<file path="config.mk">
export PLATFORM = sky130hd
export DESIGN_NAME = riscv_core_pc_gen
export DESIGN_NICKNAME = d
export VERILOG_FILES = /design/src/rtl/riscv_core_pc_gen.sv
export SDC_FILE = /design/constraint.sdc
export NUM_CORES = 1
export LEC_CHECK = 0
export ABC_AREA = 0
export ABC_CLOCK_PERIOD_IN_PS = 3500
export BUFFER_PORTS_ARGS = -buffer_cell sky130_fd_sc_hd__buf_2
export CAP_MARGIN = 40
export CORE_UTILIZATION = 54
export DETAILED_ROUTE_END_ITERATION = 10
export HOLD_SLACK_MARGIN = 0.02
export PLACE_DENSITY = 0.82
export REMOVE_ABC_BUFFERS = 1
export SETUP_SLACK_MARGIN = 0.1
export SYNTH_ARGS = -nofsm -noshare
export SYNTH_HDL_FRONTEND = slang
export SYNTH_SLANG_ARGS = --single-unit
</file>
<file path="constraint.sdc">
create_clock -name i_clk -period 3.5 [get_ports i_clk]
set_input_delay 0.35 -clock i_clk [delete_from_list [all_inputs] [get_ports i_clk]]
set_output_delay 0.35 -clock i_clk [all_outputs]
set_load 0.05 [all_outputs]
</file>
<file path="src/rtl/riscv_core_pc_gen.sv">
// Fetch-side PC generator: issues one instruction fetch at a time, holds the
// returned instruction for decode, and follows redirects with priority.
module riscv_core_pc_gen #(
    parameter int unsigned       XLEN         = 64,
    parameter logic [XLEN-1:0]   RESET_VECTOR = 64'h0000_0000_8000_0000
) (
    input  logic            i_clk,
    input  logic            i_rst,
    input  logic            i_pcgen_redirect,
    input  logic [XLEN-1:0] i_pcgen_redirect_pc,
    input  logic            i_pcgen_stall,
    output logic            o_pcgen_req_valid,
    output logic [XLEN-1:0] o_pcgen_req_addr,
    input  logic            i_pcgen_req_ready,
    input  logic            i_pcgen_rsp_valid,
    input  logic [31:0]     i_pcgen_rsp_instr,
    output logic            o_pcgen_instr_valid,
    output logic [31:0]     o_pcgen_instr,
    output logic [XLEN-1:0] o_pcgen_instr_pc,
    output logic            o_pcgen_is_compressed
);

    typedef enum logic [1:0] {
        S_REQ  = 2'd0,
        S_WAIT = 2'd1,
        S_HOLD = 2'd2,
        S_DROP = 2'd3
    } state_t;

    state_t          state, state_n;
    logic [XLEN-1:0] pc, pc_n;
    logic            instr_valid, instr_valid_n;
    logic [31:0]     instr, instr_n;
    logic [XLEN-1:0] instr_pc, instr_pc_n;
    logic            is_c, is_c_n;

    logic [XLEN-1:0] target;
    logic            rsp_is_c;
    logic [XLEN-1:0] step;

    // Redirect targets are forced to halfword alignment.
    assign target   = {i_pcgen_redirect_pc[XLEN-1:1], 1'b0};
    assign rsp_is_c = (i_pcgen_rsp_instr[1:0] != 2'b11);
    assign step     = rsp_is_c ? XLEN'(2) : XLEN'(4);

    always_ff @(posedge i_clk) begin
        if (i_rst) begin
            state       <= S_REQ;
            pc          <= RESET_VECTOR;
            instr_valid <= 1'b0;
            instr       <= '0;
            instr_pc    <= '0;
            is_c        <= 1'b0;
        end else begin
            state       <= state_n;
            pc          <= pc_n;
            instr_valid <= instr_valid_n;
            instr       <= instr_n;
            instr_pc    <= instr_pc_n;
            is_c        <= is_c_n;
        end
    end

    always_comb begin
        state_n           = state;
        pc_n              = pc;
        instr_valid_n     = instr_valid;
        instr_n           = instr;
        instr_pc_n        = instr_pc;
        is_c_n            = is_c;
        o_pcgen_req_valid = 1'b0;

        unique case (state)
            S_REQ: begin
                o_pcgen_req_valid = 1'b1;
                if (i_pcgen_redirect) begin
                    // An already-accepted request must have its response dropped.
                    pc_n    = target;
                    state_n = i_pcgen_req_ready ? S_DROP : S_REQ;
                end else if (i_pcgen_req_ready) begin
                    state_n = S_WAIT;
                end
            end
            S_WAIT: begin
                if (i_pcgen_redirect) begin
                    pc_n    = target;
                    state_n = i_pcgen_rsp_valid ? S_REQ : S_DROP;
                end else if (i_pcgen_rsp_valid) begin
                    instr_valid_n = 1'b1;
                    instr_n       = i_pcgen_rsp_instr;
                    instr_pc_n    = pc;
                    is_c_n        = rsp_is_c;
                    pc_n          = pc + step;
                    state_n       = S_HOLD;
                end
            end
            S_HOLD: begin
                if (i_pcgen_redirect) begin
                    instr_valid_n = 1'b0;
                    pc_n          = target;
                    state_n       = S_REQ;
                end else if (!i_pcgen_stall) begin
                    instr_valid_n = 1'b0;
                    state_n       = S_REQ;
                end
            end
            S_DROP: begin
                if (i_pcgen_redirect) begin
                    pc_n = target;
                end else if (i_pcgen_rsp_valid) begin
                    state_n = S_REQ;
                end
            end
            default: state_n = S_REQ;
        endcase
    end

    assign o_pcgen_req_addr      = pc;
    assign o_pcgen_instr_valid   = instr_valid;
    assign o_pcgen_instr         = instr;
    assign o_pcgen_instr_pc      = instr_pc;
    assign o_pcgen_is_compressed = is_c;

endmodule
</file>
==> results of run 1 <==
[routing by layer]
layer  track usage, %  vias to the layer above  part of all wire (%)
met5                0                        -                     0
met1             39.8                     3839                    42
li1                 -                     3931                     -
met2             52.3                      368                    48
met4             11.7                        0                   1.9
met3             7.59                       41                   7.8
[cells by family after synthesis]
kind of cell	count (synthesis)
AND/OR/NAND/NOR	475
AO/OA/AOI/OAI	222
flip-flops	162
buffers and inverters	86
XOR/XNOR	21
multiplexers	7
adder cells (fa/ha/maj)	2
other	1
[cell type report]
class	instances	area share [%]
antenna	1	0.0261
clock buffer	20	4.76
clock inverter	12	1.38
inverter	11	0.431
multi-input combinational	729	42.2
sequential	162	33.8
tap	176	2.30
timing repair buffer	276	15.1
[stage by stage]
step           setup TNS, ns  total power, uW  util (%)  cells  area, um^2
6_report                   0             4530      71.0   1387        9590
3_5_place_dp               0             2700      66.6   1354        9000
4_1_cts                    0             4540      71.0   1386        9590
3_3_place_gp               0             2690      66.5   1353        8980
2_1_floorplan        -543.32             2450         -    902        7300
5_1_grt                    0             4680      71.0   1386        9590
[power by group through the flow]
stage          Sequential, uW  Clock (uW)  Combinational (uW)
2_1_floorplan            2270           0                 188
3_3_place_gp             2060           0                 631
3_5_place_dp             2060           0                 640
4_1_cts                  2020        1870                 643
5_1_grt                  2040        1960                 684
6_report                 2030        1860                 644
[worst paths after layout]
check | start | endpoint | slack, ns | cells past startpoint
setup / recovery | o_pcgen_req_addr[9] | o_pcgen_req_addr[50] | 0.58 | 5
hold / removal | i_pcgen_redirect_pc[9] | o_pcgen_req_addr[9] | 0.14 | 2
setup reg to reg | o_pcgen_req_addr[9] | o_pcgen_req_addr[50] | 0.58 | 5
hold reg to reg | o_pcgen_instr[15] | o_pcgen_instr[15] | 0.45 | 2
[sequential cells by signal, summed over array words and instances (netlist names)]
name,flops
o_pcgen_req_addr,63
o_pcgen_is_compressed,1
o_pcgen_instr_pc,63
o_pcgen_instr_valid,1
o_pcgen_instr,32
state,2
[worst max-delay path, stage by stage, from the launching register on]
cell and delay (ns):
dfxtp_1 0.52, nand4_4 0.21, nor3_2 0.62, nand4_1 0.58
or4_1 0.63, a311oi_1 0.26
[synth_stat cells, drive strengths merged, types with 4 or more instances]
master     n  area, um^2
a2111oi    6        60.1
a211oi    19         143
a21oi    108         541
a311oi    15         131
a31oi      5        31.3
and2       5        31.3
and3      10        63.8
and4       6        55.1
buf       10        56.3
clkbuf    65         245
dfxtp    162        3240
inv        9        33.8
mux2i      7        70.1
nand2    235         882
nand2b     4        25.0
nand3     37         190
nand4     39         295
nor2      68         255
nor3      21         125
nor4      17         164
o211ai     4        30.0
o21a       4        30.0
o21ai     28         140
o31ai      4        30.0
or3       11        68.8
or4       12        90.1
xnor2      5        43.8
xor2      16         140
[cells in the final DEF, fill, tap and decap left out, types with 9 or more instances in the layout]
cell       netlist  final
a211oi_1        19     19
a21oi_1        108    108
a311oi_1        15     15
and3_1           9      9
buf_2            6    260
buf_4            3     14
clkbuf_16        0     17
dfxtp_1        162    162
inv_1            9      9
nand2_1        235    235
nand3_1         36     36
nand4_1         35     35
nor2_1          68     68
nor3_1          17     17
nor4_1          12     12
o21ai_0         28     28
or3_1           11     11
or4_1           12     12
xor2_1          16     16
==> impl_metrics.ini, run 1 <==
[run_status]
status = completed

[detailed_routing]
ant_nets = 0
drt-initial-drc-count = 550
num_vias = 8179
routed_via_density = 5.90
detail_route.wl_per_cell_um = 16.6
drt_wl_total_mm = 23.0
dr.pass1.iters = 5
drc = 0

[clocking]
clock_latency_ns = 0.43
h-tree-depth = 4
cts_sinks = 162
cts_tree = done
clockRootBuffer = clkbuf_16
cts_buffer_depth = 2
clk_pin_slew_ns = 0.07
cts_hold_buffers = 0
post_cts_buffers = 0
cts_inserted_buffers = 17
postCtsResizedCells = 0

[cells_and_area]
multi_input_area_um2 = 4050
ff_latch_area_um2 = 3240
syn_to_final_growth_pct = 26.2
drive_above_1_share_pct = 27.3
nFillCells = 1134
layout.nets = 1301

[placement]
gp_congestion = 0.871
numPortBuffers = 261
place_hpwl_mm = 15.9
place_ws_ns = 0.469

[logic_synthesis]
async_flop_share_pct = 0
synth-simple-area-share_pct = 30.6
synth_cell_type_count = 68
ys_warn_count = 0
syn_area_um2 = 7600
synth-seq-cells = 162
yosys.area_share.xor_xnor_pct = 2.42
synthCells = 976
ys_seq_area_share_pct = 42.7
syn_area_per_cell_um2 = 7.79
synth_edf_count = 0
synth_compound_area_share_pct = 18.4
synth-main-ff-cell = dfxtp_1
synthAdderAreaFrac_pct = 0.329
synth.area.mux_share_pct = 0.922
synth_top_family_by_area = simple AND/OR/NAND/NOR gates

[timing]
setup_viol = 0
slew_viol_final = 0
fmax_ghz = 0.343
hold_viol = 0
post-route-min-period_ns = 2.92
holdWs_ns = 0.143
rsz0062_at_grt = false
setup_ws_ns = 0.582
tightest_slew_ns = 0.946
final.period_utilization_pct = 83.4
slew_headroom_pct = 36.5
worst_clock_skew_ns = 0.00738

[power]
p_int_uw = 3190
pwr-share-comb_pct = 14.2
p_switching_uw = 1340
vdd_drop_max_mv = 0.269
p_leak_uw = 0.00388
p_seq_share_pct = 44.8
p_per_area_nw_per_um2 = 472
clkPwrFrac_pct = 41.0
swShare_pct = 29.6

[critical_path]
crit_arrival_ns = 3.25
crit_required_ns = 3.84
cp-start-kind = register
cp_max_fo = 13
crit_type = reg -> reg
critPathCaptureType = register

[floorplan]
dieArea_um2 = 14500
initial_core_util_pct = 56.3
core_area_um2 = 13500
ios = 265
die-width_um = 121
die_h_um = 121
rows = 42

[grt]
antenna_found_initial = 1
grt_max_degree = 78
grt_pass1_vias = 7454
grt_pass1_wl_mm = 36.7
grt_overflow_total = 0
grt_usage_pct = 31.6

[job]
cap_violations = 0

[hold_path]
min_path_type = in -> reg
Note: power is estimated with default switching activity, not from simulation.
==> inputs of run 2 (changes only) <==
--- a/config.mk
+++ b/config.mk
@@ -6,13 +6,13 @@
 export NUM_CORES = 1
 export LEC_CHECK = 0
 export ABC_AREA = 0
-export ABC_CLOCK_PERIOD_IN_PS = 3500
+export ABC_CLOCK_PERIOD_IN_PS = 2900
 export BUFFER_PORTS_ARGS = -buffer_cell sky130_fd_sc_hd__buf_2
 export CAP_MARGIN = 40
-export CORE_UTILIZATION = 54
+export CORE_UTILIZATION = 50
 export DETAILED_ROUTE_END_ITERATION = 10
 export HOLD_SLACK_MARGIN = 0.02
-export PLACE_DENSITY = 0.82
+export PLACE_DENSITY = 0.77
 export REMOVE_ABC_BUFFERS = 1
 export SETUP_SLACK_MARGIN = 0.1
 export SYNTH_ARGS = -nofsm -noshare
==> constraint.sdc (replaced) <==
create_clock -name i_clk -period 2.9 [get_ports i_clk]
set_input_delay 0.29 -clock i_clk [delete_from_list [all_inputs] [get_ports i_clk]]
set_output_delay 0.29 -clock i_clk [all_outputs]
set_load 0.05 [all_outputs]
==> run 2 against run 1 <==
The flow now finishes with violations (DRC). Sequential power increased by 20%. Power increased by 26%. Worst hold slack got worse by 0.049 ns. Cell area increased by 1.9%. Wire length increased by 1.8%. Count of clock-buffer cells in the layout increased by 1. Worst setup slack got worse by 0.19 ns. First-iteration DRC count increased by 23%. Register-to-register slack got worse by 0.19 ns. Cell count increased by 1.5%. Critical path depth increased by 2. Global-route usage decreased by 1.5 points. Critical path type unchanged. Critical endpoint is now o_pcgen_req_addr[37]. Largest power group is now the clock network. Highest routed layer unchanged.
==> impl_metrics.ini, run 2 (same netlist as run 1, synthesis figures left out) <==
[timing]
worst_clock_skew_ns = 0.0109
tightest_slew_ns = 0.611
setup_viol = 0
hold_viol = 0
holdWs_ns = 0.0944
slew_headroom_pct = 58.9
rsz0062_at_grt = false
fin_tns_setup_ns = 0
post-route-min-period_ns = 2.51
fmax_ghz = 0.398
slew_viol_final = 0
final.period_utilization_pct = 86.6

[critical_path]
critPathCaptureType = register
cpMaxStageDelayCell = or4_1
crit_type = reg -> reg
critPathTopFamily = simple AND/OR/NAND/NOR gates
cp_max_fo = 9
crit_required_ns = 3.24
cp-start-kind = register
max_stage_delay_ns = 0.60
cp_num_buf_inv = 0
crit_arrival_ns = 2.85
cp_cell_sequence = xnor2_1 > ha_1 > a31oi_1 > nor3_2 > nand4_1 > or4_1 > a311oi_1

[detailed_routing]
dr_wl_met2_mm = 11.2
drc = 19
num_vias = 8123
routed.top_layer = met4
dr_wl_met3_mm = 1.90
detail_route.wl_per_cell_um = 16.7
drt-initial-drc-count = 676
ant_nets = 0
met1_length_mm = 9.98
drt_wl_total_mm = 23.4
dr.pass1.iters = 8
routed_via_density = 5.77

[grt]
grt_overflow_total = 0
grt_pass1_vias = 7405
antenna_found_initial = 1
grt_max_degree = 94
grt_usage_pct = 30.1
grt_pass1_wl_mm = 37.7

[clocking]
cts_hold_buffers = 0
cts_tree = done
cts_sinks = 162
h-tree-depth = 4
clk_pin_slew_ns = 0.07
postCtsResizedCells = 0
cts_inserted_buffers = 17
post_cts_buffers = 0
clock_latency_ns = 0.43
cts_buffer_depth = 2
clockRootBuffer = clkbuf_16

[cells_and_area]
ff_latch_area_um2 = 3240
multi_input_area_um2 = 4050
syn_to_final_growth_pct = 28.6
nFillCells = 1318
stdcell_area_um2 = 9770
drive_above_1_share_pct = 28.1
layout_commonest_cell = buf_2
antennaDiodeCount = 0
final-instance-count-excl-fill = 1408
final_cell_mix = buf_2 (260), nand2_1 (235), dfxtp_1 (162)
layout.nets = 1315

[floorplan]
ios = 265
core_area_um2 = 14700
die-width_um = 125
rows = 44
initial_core_util_pct = 51.7
dieArea_um2 = 15700
die_h_um = 125

[placement]
placed_area_um2 = 9130
numPortBuffers = 261
dp.cells = 1376
gp_congestion = 0.889
place_hpwl_mm = 16.3

[run_status]
status = finished, violations left
violations = DRC

[hold_path]
min_path_type = in -> reg

[job]
cap_violations = 0

[power]
p_leak_uw = 0.00399
vdd_drop_max_mv = 0.528
p_per_area_nw_per_um2 = 583
run 2: routing by layer:
layer / track usage, % / vias up
met4: 8.32 / 0
met1: 38.1 / 3829
met5: 0 / -
met2: 49.6 / 309
li1: - / 3957
met3: 8.94 / 28
run 2: layout make-up:
class	count	area share [%]
sequential	162	33.2
clock buffer	21	4.81
tap	184	2.36
clock inverter	11	1.78
inverter	11	0.423
timing repair buffer	290	16.0
multi-input combinational	729	41.4
run 2: path summary, 6_finish.rpt:
path / startpoint / cells after the start / slack, ns / endpoint
hold reg to reg: o_pcgen_instr[21] / 2 / 0.45 / o_pcgen_instr[21]
setup reg to reg: o_pcgen_req_addr[2] / 7 / 0.39 / o_pcgen_req_addr[37]
setup / recovery: o_pcgen_req_addr[2] / 7 / 0.39 / o_pcgen_req_addr[37]
hold / removal: i_pcgen_redirect_pc[3] / 3 / 0.09 / o_pcgen_req_addr[3]
run 2: where the power goes:
group	total (uW)	leakage, uW	internal [uW]	switching, uW
Combinational	795	0.00235	228	567
Sequential	2440	0.00132	2310	129
Clock	2460	0.000312	1520	940
run 2: worst register-to-register path: cells and delay by family, from the launching register on:
family	cells	cell delay, ns
simple gates	3	1.23
flops	1	0.48
fa+ha+maj	1	0.19
compound gates	2	0.34
xor+xnor	1	0.17
run 2: metrics by stage:
step | setup slack, ns | utilization [%] | total power, uW
detailed placement | 0.262 | 62.1 | 3280
global route | 0.147 | 66.5 | 5890
floorplan | -6.75 | - | 2960
finish | 0.388 | 66.5 | 5690
global placement | 0.341 | 62.1 | 3260
CTS | 0.368 | 66.5 | 5730
